<file path="src/rtl/input_process_uart_if.sv">
// Byte-in / word-out bundle for the UART receive word assembler.
// The master side feeds received bytes and the message setup, and the slave side returns words.
interface input_process_uart_if;
    logic [7:0]  rx_data;
    logic        rx_valid;
    logic [7:0]  MSG_LEN_IN;
    logic        PARITY_IN;
    logic [15:0] DATA;
    logic        ENA;
    logic        LAST;
    logic        TIMEOUT;
    logic        BUSY;

    modport master (
        output rx_data, rx_valid, MSG_LEN_IN, PARITY_IN,
        input  DATA, ENA, LAST, TIMEOUT, BUSY
    );

    modport slave (
        input  rx_data, rx_valid, MSG_LEN_IN, PARITY_IN,
        output DATA, ENA, LAST, TIMEOUT, BUSY
    );
endinterface

</file>
<file path="src/rtl/input_process_uart.sv">
// UART receive-side word assembler.
// It packs MSB-first byte pairs into 16-bit words and tracks the word index within a message.
// Messages have a programmable length, and an odd byte count is supported.
// A message that stalls between bytes is dropped after TIMEOUT_CYCLES clock cycles.
module input_process_uart #(
    parameter int unsigned TIMEOUT_CYCLES = 50000
) (
    input  logic                 CLK,
    input  logic                 RST,
    input_process_uart_if.slave  bus
);
    typedef enum logic {WAIT_MSB, WAIT_LSB} state_t;

    // Terminal value of the idle counter: TIMEOUT fires on the idle cycle that would reach TIMEOUT_CYCLES.
    localparam logic [23:0] TO_LAST = 24'(TIMEOUT_CYCLES - 1);
    localparam bit          TO_EN   = (TIMEOUT_CYCLES != 0);

    state_t      state_q, state_d;
    logic [7:0]  wcnt_q,  wcnt_d;
    logic [7:0]  len_q,   len_d;
    logic        par_q,   par_d;
    logic [7:0]  msb_q,   msb_d;
    logic [23:0] tcnt_q,  tcnt_d;
    logic [15:0] data_q,  data_d;
    logic        ena_q,   ena_d;
    logic        last_q,  last_d;
    logic        tout_q,  tout_d;
    logic        busy_q,  busy_d;

    assign bus.DATA    = data_q;
    assign bus.ENA     = ena_q;
    assign bus.LAST    = last_q;
    assign bus.TIMEOUT = tout_q;
    assign bus.BUSY    = busy_q;

    // Compute the next state: byte assembly, message position and the inter-byte timeout.
    always_comb begin
        state_d = state_q;
        wcnt_d  = wcnt_q;
        len_d   = len_q;
        par_d   = par_q;
        msb_d   = msb_q;
        tcnt_d  = tcnt_q;
        data_d  = data_q;
        ena_d   = 1'b0;
        last_d  = 1'b0;
        tout_d  = 1'b0;
        busy_d  = busy_q;

        if (bus.rx_valid) begin
            // A byte always beats the timeout, even on the terminal count.
            tcnt_d = '0;
            if (state_q == WAIT_MSB) begin
                msb_d = bus.rx_data;
                // The message shape is frozen at its first byte.
                if (wcnt_q == 8'd0) begin
                    len_d = bus.MSG_LEN_IN;
                    par_d = bus.PARITY_IN;
                end
                // A length of 0 wraps to a last index of 255, which gives 256 words.
                if (par_d && (wcnt_q == 8'(len_d - 8'd1))) begin
                    data_d  = {bus.rx_data, 8'h00};
                    ena_d   = 1'b1;
                    last_d  = 1'b1;
                    wcnt_d  = '0;
                    busy_d  = 1'b0;
                end else begin
                    state_d = WAIT_LSB;
                    busy_d  = 1'b1;
                end
            end else begin
                data_d  = {msb_q, bus.rx_data};
                ena_d   = 1'b1;
                state_d = WAIT_MSB;
                if (!par_q && (wcnt_q == 8'(len_q - 8'd1))) begin
                    last_d = 1'b1;
                    wcnt_d = '0;
                    busy_d = 1'b0;
                end else begin
                    wcnt_d = wcnt_q + 8'd1;
                end
            end
        end else if (!busy_q) begin
            tcnt_d = '0;
        end else if (TO_EN) begin
            if (tcnt_q == TO_LAST) begin
                // Drop the partial message and resync on the next byte. DATA is left untouched.
                tout_d  = 1'b1;
                wcnt_d  = '0;
                state_d = WAIT_MSB;
                tcnt_d  = '0;
                busy_d  = 1'b0;
            end else begin
                tcnt_d = tcnt_q + 24'd1;
            end
        end
    end

    // Register all state and outputs. Reset silently discards any partial message.
    always_ff @(posedge CLK) begin
        if (!RST) begin
            state_q <= WAIT_MSB;
            wcnt_q  <= '0;
            len_q   <= '0;
            par_q   <= 1'b0;
            msb_q   <= '0;
            tcnt_q  <= '0;
            data_q  <= '0;
            ena_q   <= 1'b0;
            last_q  <= 1'b0;
            tout_q  <= 1'b0;
            busy_q  <= 1'b0;
        end else begin
            state_q <= state_d;
            wcnt_q  <= wcnt_d;
            len_q   <= len_d;
            par_q   <= par_d;
            msb_q   <= msb_d;
            tcnt_q  <= tcnt_d;
            data_q  <= data_d;
            ena_q   <= ena_d;
            last_q  <= last_d;
            tout_q  <= tout_d;
            busy_q  <= busy_d;
        end
    end
endmodule

</file>
<file path="src/flat_wrapper.sv">
// flat-port wrapper written by rule: the top's interface ports become plain ports
module input_process_uart_flat 
#(
    parameter int unsigned TIMEOUT_CYCLES = 50000
)
  (CLK, RST, bus_rx_data, bus_rx_valid, bus_MSG_LEN_IN, bus_PARITY_IN, bus_DATA, bus_ENA, bus_LAST, bus_TIMEOUT, bus_BUSY);
  input_process_uart_if bus_i ();
  input  logic CLK;
  input  logic RST;
  input wire logic [$bits(bus_i.rx_data)-1:0] bus_rx_data;
  input wire logic [$bits(bus_i.rx_valid)-1:0] bus_rx_valid;
  input wire logic [$bits(bus_i.MSG_LEN_IN)-1:0] bus_MSG_LEN_IN;
  input wire logic [$bits(bus_i.PARITY_IN)-1:0] bus_PARITY_IN;
  output wire logic [$bits(bus_i.DATA)-1:0] bus_DATA;
  output wire logic [$bits(bus_i.ENA)-1:0] bus_ENA;
  output wire logic [$bits(bus_i.LAST)-1:0] bus_LAST;
  output wire logic [$bits(bus_i.TIMEOUT)-1:0] bus_TIMEOUT;
  output wire logic [$bits(bus_i.BUSY)-1:0] bus_BUSY;
  assign bus_i.rx_data = bus_rx_data;
  assign bus_i.rx_valid = bus_rx_valid;
  assign bus_i.MSG_LEN_IN = bus_MSG_LEN_IN;
  assign bus_i.PARITY_IN = bus_PARITY_IN;
  assign bus_DATA = bus_i.DATA;
  assign bus_ENA = bus_i.ENA;
  assign bus_LAST = bus_i.LAST;
  assign bus_TIMEOUT = bus_i.TIMEOUT;
  assign bus_BUSY = bus_i.BUSY;
  input_process_uart #(.TIMEOUT_CYCLES(TIMEOUT_CYCLES)) u_core (.CLK(CLK), .RST(RST), .bus(bus_i));
endmodule
</file>
<file path="config.mk">
export PLATFORM = sky130hd
export DESIGN_NAME = input_process_uart_flat
export DESIGN_NICKNAME = d
export VERILOG_FILES = /design/src/rtl/input_process_uart_if.sv /design/src/rtl/input_process_uart.sv /design/src/flat_wrapper.sv
export SDC_FILE = /design/constraint.sdc
export NUM_CORES = 1
export LEC_CHECK = 0
export CELL_PAD_IN_SITES_DETAIL_PLACEMENT = 1
export CELL_PAD_IN_SITES_GLOBAL_PLACEMENT = 1
export CORE_ASPECT_RATIO = 1.25
export CORE_MARGIN = 1.5
export CORE_UTILIZATION = 44
export CTS_BUF_LIST = sky130_fd_sc_hd__clkbuf_4 sky130_fd_sc_hd__clkbuf_8
export CTS_CLUSTER_SIZE = 14
export DETAILED_ROUTE_END_ITERATION = 10
export PLACE_DENSITY = 0.85
export SETUP_SLACK_MARGIN = 0.02
export SYNTH_ARGS = -nofsm -noshare
export SYNTH_HDL_FRONTEND = slang
export SYNTH_SLANG_ARGS = --single-unit
</file>
<file path="constraint.sdc">
create_clock -name CLK -period 4.5 [get_ports CLK]
set_input_delay 0.9 -clock CLK [delete_from_list [all_inputs] [get_ports CLK]]
set_output_delay 0.9 -clock CLK [all_outputs]
set_load 0.01 [all_outputs]
</file>
==> results of run 1 <==
==> stage by stage <==
step / utilization / cells
floorplan: - / 433
global placement: 0.499 / 545
detailed placement: 0.499 / 545
CTS: 0.519 / 558
global route: 0.519 / 558
finish: 0.519 / 558
==> kinds of logic after synthesis <==
group                      after synthesis  synth area share
and+or+nand+nor                        192             0.270
DFF                                     70             0.383
adders and majority gates                5            0.0171
xor gates and xnor gates                32            0.0766
buffers and inverters                   34            0.0410
muxes                                   18            0.0520
AOI/OAI and AO/OA                       82             0.160
==> worst max-delay path: stages (launching register included) <==
cell       delay, ns
dfxtp_1         0.42
inv_1           0.10
ha_1            0.15
or4b_4          0.52
nor2_8          0.28
nor2_1          0.08
a21oi_1         0.18
ha_1            0.25
xnor2_1         0.19
xnor2_1         0.12
or4_1           0.47
a2111oi_4       0.35
o2111a_2        0.31
o21ai_4         0.19
a32o_1          0.34
==> layout make-up <==
class	instances	area (µm²)	share of cell area
multi-input cells	329	2110	0.498
flip-flops and latches	70	1400	0.331
repair buffers	42	413	0.0976
clock buffers	11	151	0.0358
well taps	97	121	0.0287
inverters	7	26.3	0.00621
clock inverters	2	10.0	0.00237
==> cell usage after synthesis (2+ instances only) <==
library cell  instances
a22oi_1               2
or3_1                 6
nand3_1              20
buf_6                 2
nor2_1               36
o21ai_1               2
buf_2                 6
dfxtp_1              70
xor2_1               14
clkbuf_1             15
o21ai_0               9
o211ai_1              3
and3_1               12
a31oi_1               3
nand2b_1             12
nand4_1               3
a211oi_1              7
a21oi_1              29
and2_1                4
or4_1                 4
and4_1                2
nor3_1                6
buf_1                 4
a32o_1                8
ha_1                  5
nor4_1                8
xnor2_1              18
mux2i_1              10
inv_1                 6
nand2_1              62
nor2b_1               8
a311oi_1              5
nand3b_1              2
o2111ai_1             2
mux2_2                8
==> final timing paths <==
path	start	end
hold / removal	u_core.bus.DATA[10]$_SDFFE_PN0P_	u_core.bus.DATA[10]$_SDFFE_PN0P_
setup reg to reg	u_core.wcnt_q[0]$_SDFFE_PN0P_	u_core.bus.DATA[3]$_SDFFE_PN0P_
hold reg to reg	u_core.bus.DATA[10]$_SDFFE_PN0P_	u_core.bus.DATA[10]$_SDFFE_PN0P_
setup / recovery	u_core.wcnt_q[0]$_SDFFE_PN0P_	u_core.bus.DATA[3]$_SDFFE_PN0P_
==> registers in the layout (all words and copies together) (netlist names) <==
register            cells
u_core.bus.BUSY         1
u_core.tcnt_q          24
u_core.wcnt_q           8
u_core.bus.DATA        16
u_core.msb_q            8
u_core.bus.TIMEOUT      1
u_core.bus.ENA          1
u_core.state_q          1
u_core.par_q            1
u_core.bus.LAST         1
u_core.len_q            8
==> power groups by stage <==
stage / Clock, µW / Sequential [µW] / Combinational (µW)
after floorplan: 0 / 666 / 132
after global placement: 0 / 675 / 184
after detailed placement: 0 / 676 / 193
after CTS: 453 / 662 / 195
after global routing: 479 / 665 / 215
final: 442 / 663 / 195
==> per-layer routing <==
layer / GRT usage / up-vias
li1: - / 1585
met2: 0.411 / 58
met3: 0.0553 / 25
met4: 0.0968 / 0
met5: 0 / -
met1: 0.270 / 1592
==> impl_results.md, run 1 <==
* Routed vias at 3260
* Mean Syn Cell Area at 8.45 µm²
* Place WS at between 0.4 and 0.5 ns
* Fmax at ~250 MHz
* Hold Path Class: flip-flop to flip-flop
* Layout cells sized above 1 at 0.0781
* CTS tree: built
* Net Switching at about 350 µW
* DRC at 0
* H-tree Lvls at 3
* Post-layout nets at 484
* Post-DP HPWL at ~7000 µm
* Leak at ~0.0015 µW
* Area after DPL at 4070 µm²
* Final setup skew at 0.00886 ns
* Hold-fix buffers at CTS at 0
* Flop2flop setup slack at approximately 0.44 ns
* DR iter-0 viols at 96
* Met2 wire length at 5090 µm
* # rows at 37
* Pins Over Slew Limit at 0
* Clock edge transition at the registers on the reported setup and hold paths at 0.07 ns
* Syn Nets at 458
* Pwr Density at slightly above 300 nW/µm²
* Actual slew at the worst max-slew pin at 0.966 ns
* Final hold vios at 0
* RSZ-0062 raised after global routing: false
* Core Area at 8150 µm²
* WS Path Type: flip-flop to flip-flop
* EDFF count, synth at 0
* IO Count at 40
* Global placement routability congestion at 0.928
* Hold path depth at 2
* Worst vdd ir at 218 µV
* Most frequent cells in the layout: dfxtp_1, nand2_1, clkdlybuf4s50_1
* Sum Neg Setup Slack at 0 ns
* Cell area after synthesis at 3660 µm²
* Initial antenna violation count at 0
* Crit path DAT at approximately 4.3 ns
* Sequential share of power at 0.510
* Vias in the first global route at 3491
* Cell count after synthesis at 433
* CP max FO at 18
* CTS Buffer Depth at 2
* CP required at 4.74 ns
* Clock Latency Late Sink at 0.35 ns
* Sw Share at 0.272
* Sequential fraction of the synthesis area at 0.383
* Vias per inst at 5.84
* Top sig layer: met4
* Outcome: completed
* Drt pass-1 iters at 4
* Die footprint at 8870 µm²
* Comb power frac at 0.150
* CP Launch Type: flip-flop
* Clock Sinks at 70
* Starting Density at 0.449
* Met3 WL post-DR at roughly 330 µm
* Total congestion overflow at 0
* Largest area contributor in the synthesized netlist: dfxtp_1
* Largest net degree at the start of global routing at 33
* Slew HR at 0.354
* Clk network pwr share at 0.340
* Minimum clock period at 4.06 ns
* CTS resizes at 0
* Endpoints failing setup at 0
* Final WL at 9860 µm
* # port buffers at 39
* Die Y at 105 µm
* Kind of end point of the critical path: flip-flop
* GRT Total Usage at 0.234
* Main synth FF type: dfxtp_1
* Root buffer cell: clkbuf_8
* Routed length on met1 at 4190 µm
* Clock buffer count from CTS at 9
* Wire per inst at approximately 18 µm
* Worst hold slack at 0.464 ns
* Ratio of final minimum period to clock period at 0.903
* Max-Cap Viols at 0
* Commonest non-fill, non-tap cell in the layout: dfxtp_1
* Async S/R FF share, synth at 0
* Worst Reg-to-Reg Cells at 14
* Netlist cell types at 55
* Antenna diode instance count at 0
* Register bit count reported by yosys at 70
* Die X-Extent at 84.6 µm
* Routed Antenna Nets at 0
* Setup bufs post-CTS at 0
* PnR worst setup slack at between 0.4 and 0.5 ns
* Synth top area share at 0.383
* Area delta synth->final at 15.6%
* Int Pwr at 946 µW
* First-pass GRT wire length at 16600 µm
* Fill cells at roughly 1000
* Ys Warns at 0
* Post-route cell area at 4230 µm²
* Ranking of synthesized cells by area: dfxtp_1, nand2_1, xnor2_1, a21oi_1, nor2_1
* Total Power at 1300 µW
(Power assumes the default switching activity.)
==> run 2: changes to the inputs <==
- ABC_CLOCK_PERIOD_IN_PS: default -> 4500
==> results of run 2 <==
Final layout, timing and power as in run 1 (identical DEF).
==> run 3: changes to the inputs <==
- GPL_TIMING_DRIVEN: default -> 0
==> impl_results.md, run 3 (synthesis results as in run 1) <==
* Outcome: completed (unchanged)
* Cell Chain, Critical Path: clkbuf_1 > inv_1 > ha_1 > or4b_4 > nor2_8 > clkbuf_4 > a21oi_1 > ha_1 > xnor2_2 > xnor2_1 > or4_1 > a2111oi_4 > o2111a_2 > o21ai_4 > buf_6 > a211oi_2 (was inv_1 > ha_1 > or4b_4 > nor2_8 > nor2_1 > a21oi_1 > ha_1 > xnor2_1 > xnor2_1 > or4_1 > a2111oi_4 > o2111a_2 > o21ai_4 > a32o_1)
* Die X-Extent at 84.6 µm (unchanged)
* Leak at 0.00158 µW (was 0.00150 µW)
* Vias per inst at 5.82 (was 5.84)
* Setup bufs post-CTS at 0 (unchanged)
* Clock Sinks at 70 (unchanged)
* RSZ-0062 raised after global routing: false (unchanged)
* Drt pass-1 iters at 4 (unchanged)
* Routed Antenna Nets at 0 (unchanged)
* Area after DPL at 4160 µm² (was 4070 µm²)
* Area delta synth->final at 20.7% (was 15.6%)
* Most flops, register: u_core.tcnt_q (unchanged)
* Antenna diode instance count at 0 (unchanged)
* Worst Reg-to-Reg Cells at 16 (was 14)
* Post-layout nets at 507 (was 484)
* Wire per inst at 18.7 µm (was 17.7 µm)
* Slew HR at 0.552 (was 0.354)
* GR Util met2 at 0.468 (was 0.411)
* Crit path DAT at 4.52 ns (was 4.30 ns)
* Clock edge transition at the registers on the reported setup and hold paths at 0.08 ns (was 0.07 ns)
* Worst vdd ir at 254 µV (was 218 µV)
* Critical path's top delay family: simple AND/OR/NAND/NOR gates (was compound AO/OA/AOI/OAI gates)
* GRT Total Usage at 0.256 (was 0.234)
* Clock buffer count from CTS at 9 (unchanged)
* PnR worst setup slack at 0.244 ns (was 0.436 ns)
* H-tree Lvls at 3 (unchanged)
* Ratio of final minimum period to clock period at 0.946 (was 0.903)
* Sum Neg Setup Slack at 0 ns (unchanged)
* # port buffers at 38 (was 39)
* WP buf/inv at 4 (was 1)
* Pins Over Slew Limit at 0 (unchanged)
* Die footprint at 8870 µm² (unchanged)
* CP required at 4.76 ns (was 4.74 ns)
* IO Count at 40 (unchanged)
* CTS tree: built (unchanged)
* Flop2flop setup slack at 0.24 ns (was 0.44 ns)
* Vias in the first global route at 3719 (was 3491)
* Fmax at 235 MHz (was 246 MHz)
* # rows at 37 (unchanged)
* Routed vias at 3393 (was 3260)
* Most frequent cells in the layout: dfxtp_1, nand2_1, clkdlybuf4s50_1 (unchanged)
* CP max FO at 10 (was 18)
* Die Y at 105 µm (unchanged)
* Global placement routability congestion at 0.900 (was 0.928)
* Commonest non-fill, non-tap cell in the layout: dfxtp_1 (unchanged)
* Total congestion overflow at 0 (unchanged)
* Minimum clock period at 4.26 ns (was 4.06 ns)
* Core Area at 8150 µm² (unchanged)
* DRC at 0 (unchanged)
* Total Power at 1480 µW (was 1300 µW)
* Most used cell, CP: ha_1
* Root buffer cell: clkbuf_8 (unchanged)
* Hold path depth at 2 (unchanged)
* Largest register FFs at 24 (unchanged)
* Starting Density at 0.449 (unchanged)
* Hold-fix buffers at CTS at 0 (unchanged)
* Fin util at 0.542 (was 0.519)
* Actual slew at the worst max-slew pin at 0.666 ns (was 0.966 ns)
* First-pass GRT wire length at 18200 µm (was 16600 µm)
* Met3 global-route usage at 0.0411 (was 0.0553)
* Max-Cap Viols at 0 (unchanged)
* Reg-to-Reg End: u_core.bus.LAST$_SDFF_PN0_ (was u_core.bus.DATA[3]$_SDFFE_PN0P_)
* Place WS at -0.0360 ns (was 0.448 ns)
* Hold EP: u_core.msb_q[0]$_SDFFE_PN0P_ (was u_core.bus.DATA[10]$_SDFFE_PN0P_)
* Endpoints failing setup at 0 (unchanged)
* WS Path Type: flip-flop to flip-flop (unchanged)
* Hold_sp: u_core.msb_q[0]$_SDFFE_PN0P_ (was u_core.bus.DATA[10]$_SDFFE_PN0P_)
* DR iter-0 viols at 115 (was 96)
* RR Startpoint: u_core.wcnt_q[1]$_SDFFE_PN0P_ (was u_core.wcnt_q[0]$_SDFFE_PN0P_)
* CP max-delay cell: or4b_4 (unchanged)
* Clock Latency Late Sink at 0.35 ns (about the same)
* GR Util met1 at 0.288 (was 0.270)
* Post-DP HPWL at 7630 µm (was 7010 µm)
* Initial antenna violation count at 0 (unchanged)
* Final WL at 10900 µm (was 9860 µm)
* Largest net degree at the start of global routing at 13 (was 33)
* Final hold vios at 0 (unchanged)
* Layout cells sized above 1 at 0.0926 (was 0.0781)
* Pwr Density at 335 nW/µm² (was 307 nW/µm²)
* Hold Path Class: flip-flop to flip-flop (unchanged)
* CP Launch Type: flip-flop (unchanged)
* Final setup skew at 0.00778 ns (was 0.00886 ns)
* Max stage delay on crit path at 0.52 ns (about the same)
* Post-route cell area at 4410 µm² (was 4230 µm²)
* Kind of end point of the critical path: flip-flop (unchanged)
* CTS Buffer Depth at 2 (unchanged)
* Most Used Layer, Global Route: met2 (unchanged)
-- run 3: cell count changes in the layout (fill, tap and decap cells not counted), moves of 2 or more --
cell,before,now
clkbuf_1,0,15
buf_2,0,6
buf_1,0,3
buf_4,3,0
bufinv_16,0,3
buf_6,0,2
clkbuf_8,11,9
-- run 3: tightest hold or removal path: cells and delay by family (launching register included) --
kind            cells  cell delay, ns
compound gates      1            0.05
flops               1            0.31
simple gates        1            0.05
-- run 3: metal layers --
layer | routed length, µm | vias up
met5 | 0 | -
met4 | 259 | 0
met3 | 336 | 21
met2 | 5760 | 61
met1 | 4520 | 1677
li1 | - | 1634
-- run 3: worst max-delay path by stage --
stage	from	endpoint	slack, ns	depth (start not counted)
6_report	u_core.wcnt_q[1]$_SDFFE_PN0P_	u_core.bus.LAST$_SDFF_PN0_	0.24	16
3_5_place_dp	u_core.wcnt_q[0]$_SDFFE_PN0P_	u_core.bus.LAST$_SDFF_PN0_	-0.04	16
4_1_cts	u_core.wcnt_q[0]$_SDFFE_PN0P_	u_core.bus.LAST$_SDFF_PN0_	0.17	16
5_1_grt	u_core.wcnt_q[1]$_SDFFE_PN0P_	u_core.bus.LAST$_SDFF_PN0_	0.04	16
2_1_floorplan	u_core.wcnt_q[1]$_SDFFE_PN0P_	u_core.bus.LAST$_SDFF_PN0_	0.65	16
3_3_place_gp	u_core.wcnt_q[0]$_SDFFE_PN0P_	u_core.wcnt_q[2]$_SDFFE_PN0P_	0.06	15
-- run 3: timing repair --
| action | CTS | global route |
|---|---|---|
| endpoints found under the hold margin | 0 | 0 |
| setup endpoints to repair | 18 | 22 |
| gates resized for setup | 1 | 3 |
-- run 3: area by class of cell --
class	instances	area, µm²
Fill cell	973	3730
Multi-Input combinational cell	329	2120
Sequential cell	70	1400
Timing Repair Buffer	38	380
Buffer	27	128
Clock buffer	9	124
Tap cell	97	121
Clock inverter	6	111
Inverter	7	26.3
-- run 3: per-stage QoR --
step | hold slack (ns) | instances
after detailed placement | 0.453 | 568
after global routing | 0.481 | 583
after CTS | 0.464 | 583
after global placement | 0.438 | 568
after floorplan | 0.426 | 433
final | 0.460 | 583
-- run 3: power breakdown --
| part | leakage [µW] | internal [µW] | switching, µW |
|---|---|---|---|
| logic | 0.000895 | 92.6 | 123 |
| registers | 0.000568 | 638 | 15.2 |
| clock network | 0.000115 | 365 | 244 |
